## src/rtl/conv_layer_sequencer.sv

```systemverilog
// Layer-pass sequencer: clears the address generator, issues TOTAL_STEPS enables under
// backpressure, drains the MAC pipeline, then pulses done and flips the ping-pong bank.
// Optional stall-cycle performance counter is built when CONV_SEQ_PERF_CNT_EN is defined.
module conv_layer_sequencer #(
    parameter int TOTAL_STEPS = 1024,
    parameter int STEP_WIDTH  = 16,
    parameter int PIPE_LAT    = 3,
    parameter int CLR_CYCLES  = 2
) (
    input  logic                  clk,
    input  logic                  reset,
    input  logic                  start,
    input  logic                  abort,
    input  logic                  stall,
    output logic                  agen_rst,
    output logic                  agen_enable,
    output logic                  data_valid,
    output logic [STEP_WIDTH-1:0] step_count,
    output logic                  busy,
    output logic                  done,
    output logic                  bank_sel
`ifdef CONV_SEQ_PERF_CNT_EN
    ,
    output logic [31:0]           stall_cycles
`endif
);

    localparam int PHASE_MAX = (CLR_CYCLES > PIPE_LAT) ? CLR_CYCLES : PIPE_LAT;
    localparam int PW        = (PHASE_MAX > 1) ? $clog2(PHASE_MAX) : 1;
    localparam logic [PW-1:0]         CLR_LAST   = PW'(CLR_CYCLES - 1);
    localparam logic [PW-1:0]         DRAIN_LAST = PW'(PIPE_LAT - 1);
    localparam logic [STEP_WIDTH-1:0] STEP_LAST  = STEP_WIDTH'(TOTAL_STEPS - 1);

    typedef enum logic [2:0] {IDLE, CLEAR, RUN, DRAIN, DONE} state_t;

    state_t              state;
    state_t              next_state;
    logic [PW-1:0]       phase_cnt;
    logic [PIPE_LAT-1:0] valid_sr;
    logic                abort_hit;

    assign abort_hit   = abort && (state != IDLE);
    assign agen_enable = (state == RUN) && !stall && !abort_hit;
    assign data_valid  = valid_sr[PIPE_LAT-1];

    always_ff @(posedge clk or posedge reset) begin
        if (reset) begin
            state <= IDLE;
        end else begin
            state <= next_state;
        end
    end

    always_comb begin
        next_state = state;
        case (state)
            IDLE:    if (start) next_state = CLEAR;
            CLEAR:   if (phase_cnt == CLR_LAST) next_state = RUN;
            RUN:     if (agen_enable && step_count == STEP_LAST) next_state = DRAIN;
            DRAIN:   if (phase_cnt == DRAIN_LAST) next_state = DONE;
            DONE:    next_state = IDLE;
            default: next_state = IDLE;
        endcase
        if (abort_hit) next_state = IDLE;
    end

    // Shared phase counter times both the CLEAR hold and the DRAIN wait; restarts on every state change.
    always_ff @(posedge clk or posedge reset) begin
        if (reset) begin
            phase_cnt <= '0;
        end else if (next_state != state) begin
            phase_cnt <= '0;
        end else if (state == CLEAR || state == DRAIN) begin
            phase_cnt <= phase_cnt + PW'(1);
        end
    end

    always_ff @(posedge clk or posedge reset) begin
        if (reset) begin
            agen_rst   <= 1'b0;
            busy       <= 1'b0;
            done       <= 1'b0;
            bank_sel   <= 1'b0;
            step_count <= '0;
            valid_sr   <= '0;
        end else begin
            agen_rst <= (next_state == CLEAR);
            busy     <= (next_state == CLEAR) || (next_state == RUN) || (next_state == DRAIN);
            done     <= (next_state == DONE);
            if (next_state == DONE) begin
                bank_sel <= ~bank_sel;
            end
            if (state == IDLE && start) begin
                step_count <= '0;
            end else if (agen_enable) begin
                step_count <= step_count + STEP_WIDTH'(1);
            end
            // An aborted pass must not leak in-flight valids into the next one.
            if (abort_hit) begin
                valid_sr <= '0;
            end else begin
                for (int i = PIPE_LAT - 1; i > 0; i--) begin
                    valid_sr[i] <= valid_sr[i-1];
                end
                valid_sr[0] <= agen_enable;
            end
        end
    end

`ifdef CONV_SEQ_PERF_CNT_EN
    always_ff @(posedge clk or posedge reset) begin
        if (reset) begin
            stall_cycles <= '0;
        end else if (state == IDLE && start) begin
            stall_cycles <= '0;
        end else if (state == RUN && stall && stall_cycles != 32'hFFFF_FFFF) begin
            stall_cycles <= stall_cycles + 32'd1;
        end
    end
`endif

endmodule

```

## config.mk

```make
export PLATFORM = sky130hd
export DESIGN_NAME = conv_layer_sequencer
export DESIGN_NICKNAME = d
export VERILOG_FILES = /design/src/rtl/conv_layer_sequencer.sv
export SDC_FILE = /design/constraint.sdc
export NUM_CORES = 1
export LEC_CHECK = 0
export CAP_MARGIN = 5
export CORE_MARGIN = 3
export CORE_UTILIZATION = 40
export CTS_BUF_LIST = sky130_fd_sc_hd__clkbuf_4
export DETAILED_ROUTE_END_ITERATION = 8
export SLEW_MARGIN = 40
export SYNTH_ARGS = -nofsm -noshare
export SYNTH_HDL_FRONTEND = slang
export SYNTH_SLANG_ARGS = --single-unit
```

## constraint.sdc

```tcl
create_clock -name clk -period 2 [get_ports clk]
set_input_delay 0.4 -clock clk [delete_from_list [all_inputs] [get_ports clk]]
set_output_delay 0.4 -clock clk [all_outputs]
set_load 0.02 [all_outputs]
```

==> impl_metrics.py <==
metrics = {
    "critical_path": {
        "crit_required_ps": 1600,
        "crit_type": "flop to output port",
        "critPathMaxFanout": 2,
        "reg2reg_depth": 6,
        "critPathLaunchType": "flop",
        "r2r_end": "step_count[5]$_DFFE_PP0P_",
        "cp.arrival_ps": 1570,
        "r2r_slack_ps": 110,
        "critPathCaptureType": "output port",
        "reg2reg_from": "state[0]$_DFF_PP0_",
    },
    "die": {
        "die_h_um": 66.1,
        "initial_core_util_pct": 42.3,
        "core_um2": 3420,
        "dieArea_um2": 4370,
        "io_pins": 27,
        "dieWidth_um": 66.1,
        "row_count": 21,
    },
    "final_layout": {
        "syn_to_final_growth_pct": 32.8,
        "multiInputGateArea_um2": 714,
        "nFillCells": 317,
        "final_nets": 189,
        "drive_gt1_share_pct": 18.3,
        "antenna_cells": 0,
        "finalCoreUtilization_pct": 56.1,
        "design_area_um2": 1920,
        "final-seq-area_um2": 701,
    },
    "timing": {
        "min_period_ps": 1970,
        "worst_slew_pin_slew_ps": 428,
        "hold_viol_final": 0,
        "drv_slew": 0,
        "finalCritPeriodShare_pct": 98.6,
        "slew_headroom_pct": 71.0,
        "max_freq_ghz": 0.507,
        "skew_ps": 12.5,
        "rsz0062_at_grt": "yes",
        "setup_viol": 0,
    },
    "synth": {
        "ys_async_sr_fraction_pct": 100,
        "netlist.area_leader.share_pct": 48.5,
        "synthMuxAreaShare_pct": 1.56,
        "synthCells": 140,
        "syn_area_um2": 1440,
        "synth_common_cells": "28 x dfrtp_1, 15 x nor2_1, 11 x nand2_1",
        "synth_fa_ha_area_share_pct": 2.60,
        "synth_edf_count": 0,
        "synth_simple_gate_area_share_pct": 26.9,
        "yosysTopAreaCell": "dfrtp_1",
        "synth_compound_area_share_pct": 9.45,
        "ys.warnings.count": 0,
        "ys_types": 44,
        "synth_top_family_by_area": "simple AND/OR/NAND/NOR gates",
        "ys_ff_latch": 28,
        "synthXorXnorAreaFrac_pct": 7.89,
        "ys_seq_area_share_pct": 48.5,
        "yosysMostFrequentCell": "dfrtp_1",
        "synth_flop_cell": "dfrtp_1",
        "synth_fp_nets": 148,
        "avgSynthCellArea_um2": 10.3,
        "ys_top_cells_by_area": "dfrtp_1 49%, xor2_1 6.1%, nor2_1 3.9%, nor4_4 2.9%, nand2_1 2.9%",
    },
    "cts": {
        "cts_tree": "done",
        "clockBufferDepth": 2,
        "cts.reportedPaths.clkPinSlew_ps": 160,
        "h-tree-depth": 1,
        "cts-hold-fix-buffers": 0,
        "cts-root-buf": "clkbuf_4",
        "insertion_delay_ps": 330,
        "cts_inserted_buffers": 3,
        "cts.sinks": 28,
    },
    "global_routing": {
        "grt_pass1_wl_um": 5460,
        "grt_pass1_vias": 1201,
        "grt.total_usage_pct": 15.9,
        "grt.overflow.total": 0,
        "antenna_found_initial": 0,
        "grt_max_degree": 29,
    },
    "routing": {
        "vias_per_cell": 5.22,
        "num_vias": 1180,
        "routed_wl_um": 3130,
        "ant_nets": 0,
        "first_pass_iters": 4,
        "first_iter_violations": 51,
        "drcViolationCount": 0,
        "wl_per_cell_um": 13.8,
    },
    "placed_design": {
        "io_buffers": 26,
        "hpwl_um": 2270,
        "gp_congestion": 0.756,
        "postPlaceCellArea_um2": 1830,
    },
    "flow_run": {
        "maxCapViolations": 0,
    },
    "power": {
        "vdd_drop_max_v": 0.000298,
        "power_leakage_nw": 0.847,
        "powerDensity_nw_per_um2": 882,
    },
    "status": {
        "status": "finished, final reports clean",
    },
    "min_path": {
        "min-delay-path-class": "primary input to asynchronous set/reset pin",
    },
}
==> stage by stage <==
step | setup TNS (ps) | total power, W | setup WS [ps] | hold slack (ps) | cells
final | 0 | 0.00169 | 27.3 | 411 | 226
after global routing | -46.7 | 0.00181 | -29.0 | 453 | 226
after CTS | 0 | 0.00169 | 0.382 | 433 | 225
after detailed placement | -3390 | 0.00130 | -489 | 449 | 220
after global placement | -3020 | 0.00129 | -487 | 431 | 220
after floorplan | 0 | 0.00105 | 104 | 428 | 140
==> logic make-up (layout without fill, tap and decap cells) <==
family,after synthesis,after routing
buffers and inverters,10,50
and+or+nand+nor,64,64
DFF,28,28
xor gates and xnor gates,13,13
adders and majority gates,3,3
muxes,2,2
AOI/OAI and AO/OA,20,20
==> how the worst max path moves through the flow <==
| stage | endpoint | from | slack (ps) |
|---|---|---|---|
| after floorplan | step_count[11]$_DFFE_PP0P_ | abort | 100 |
| after global placement | agen_enable | abort | -490 |
| after detailed placement | agen_enable | abort | -490 |
| after CTS | agen_enable | state[0]$_DFF_PP0_ | 0.4 |
| after global routing | agen_enable | state[0]$_DFF_PP0_ | -30 |
| final | agen_enable | state[0]$_DFF_PP0_ | 30 |
==> metal layers <==
layer  track usage [%]  vias up  share of wire (%)
met2              24.8       31                 49
met1              22.2      570                 45
li1                  -      573                  -
met5                 0        -                  0
met3              3.23        6                4.4
met4              4.82        0                1.8
==> worst max-delay path, stage by stage (launching register included) <==
cell,delay [ps]
dfrtp_1,410
or4b_4,570
nor2_4,130
buf_6,130
==> cells in the final DEF, fill, tap and decap left out, types with 2 or more instances in the layout <==
cell / instances
a21oi_1: 4
and2_1: 2
and3_1: 3
buf_4: 15
clkbuf_4: 3
clkdlybuf4s50_1: 24
dfrtp_1: 28
ha_1: 3
inv_1: 5
mux2_2: 2
nand2_1: 11
nand3_1: 7
nand4_1: 3
nor2_1: 15
nor3_1: 3
nor4_4: 2
nor4b_1: 3
o2111ai_1: 2
o21ai_0: 5
or3_1: 2
xnor2_1: 3
xor2_1: 10
==> state kept, by name, indices dropped and copies added, names as in the netlist <==
name,count
agen_rst,1
bank_sel,1
busy,1
done,1
phase_cnt,2
state,3
step_count,16
valid_sr,3
==> repair_timing <==
action | in CTS | in global routing
gates cloned | 0 | 0
endpoints found under the setup margin | 1 | 8
pin swaps | 2 | 4
setup buffers | 1 | 1
resized for setup | 8 | 2
==> final cells by class <==
cell class | count | area share (%)
Clock inverter | 1 | 1.57
Timing Repair Buffer | 41 | 19.5
Tap cell | 46 | 3.00
Sequential cell | 28 | 36.6
Clock buffer | 3 | 1.17
Inverter | 5 | 0.979
Multi-Input combinational cell | 102 | 37.3
==> power breakdown <==
part,internal (W),leakage (nW),switching [W]
Clock,0.000203,0.0279,0.000168
Combinational,0.000317,0.435,0.000334
Sequential,0.000633,0.384,0.0000363
Power figures use the tool's default switching activity.
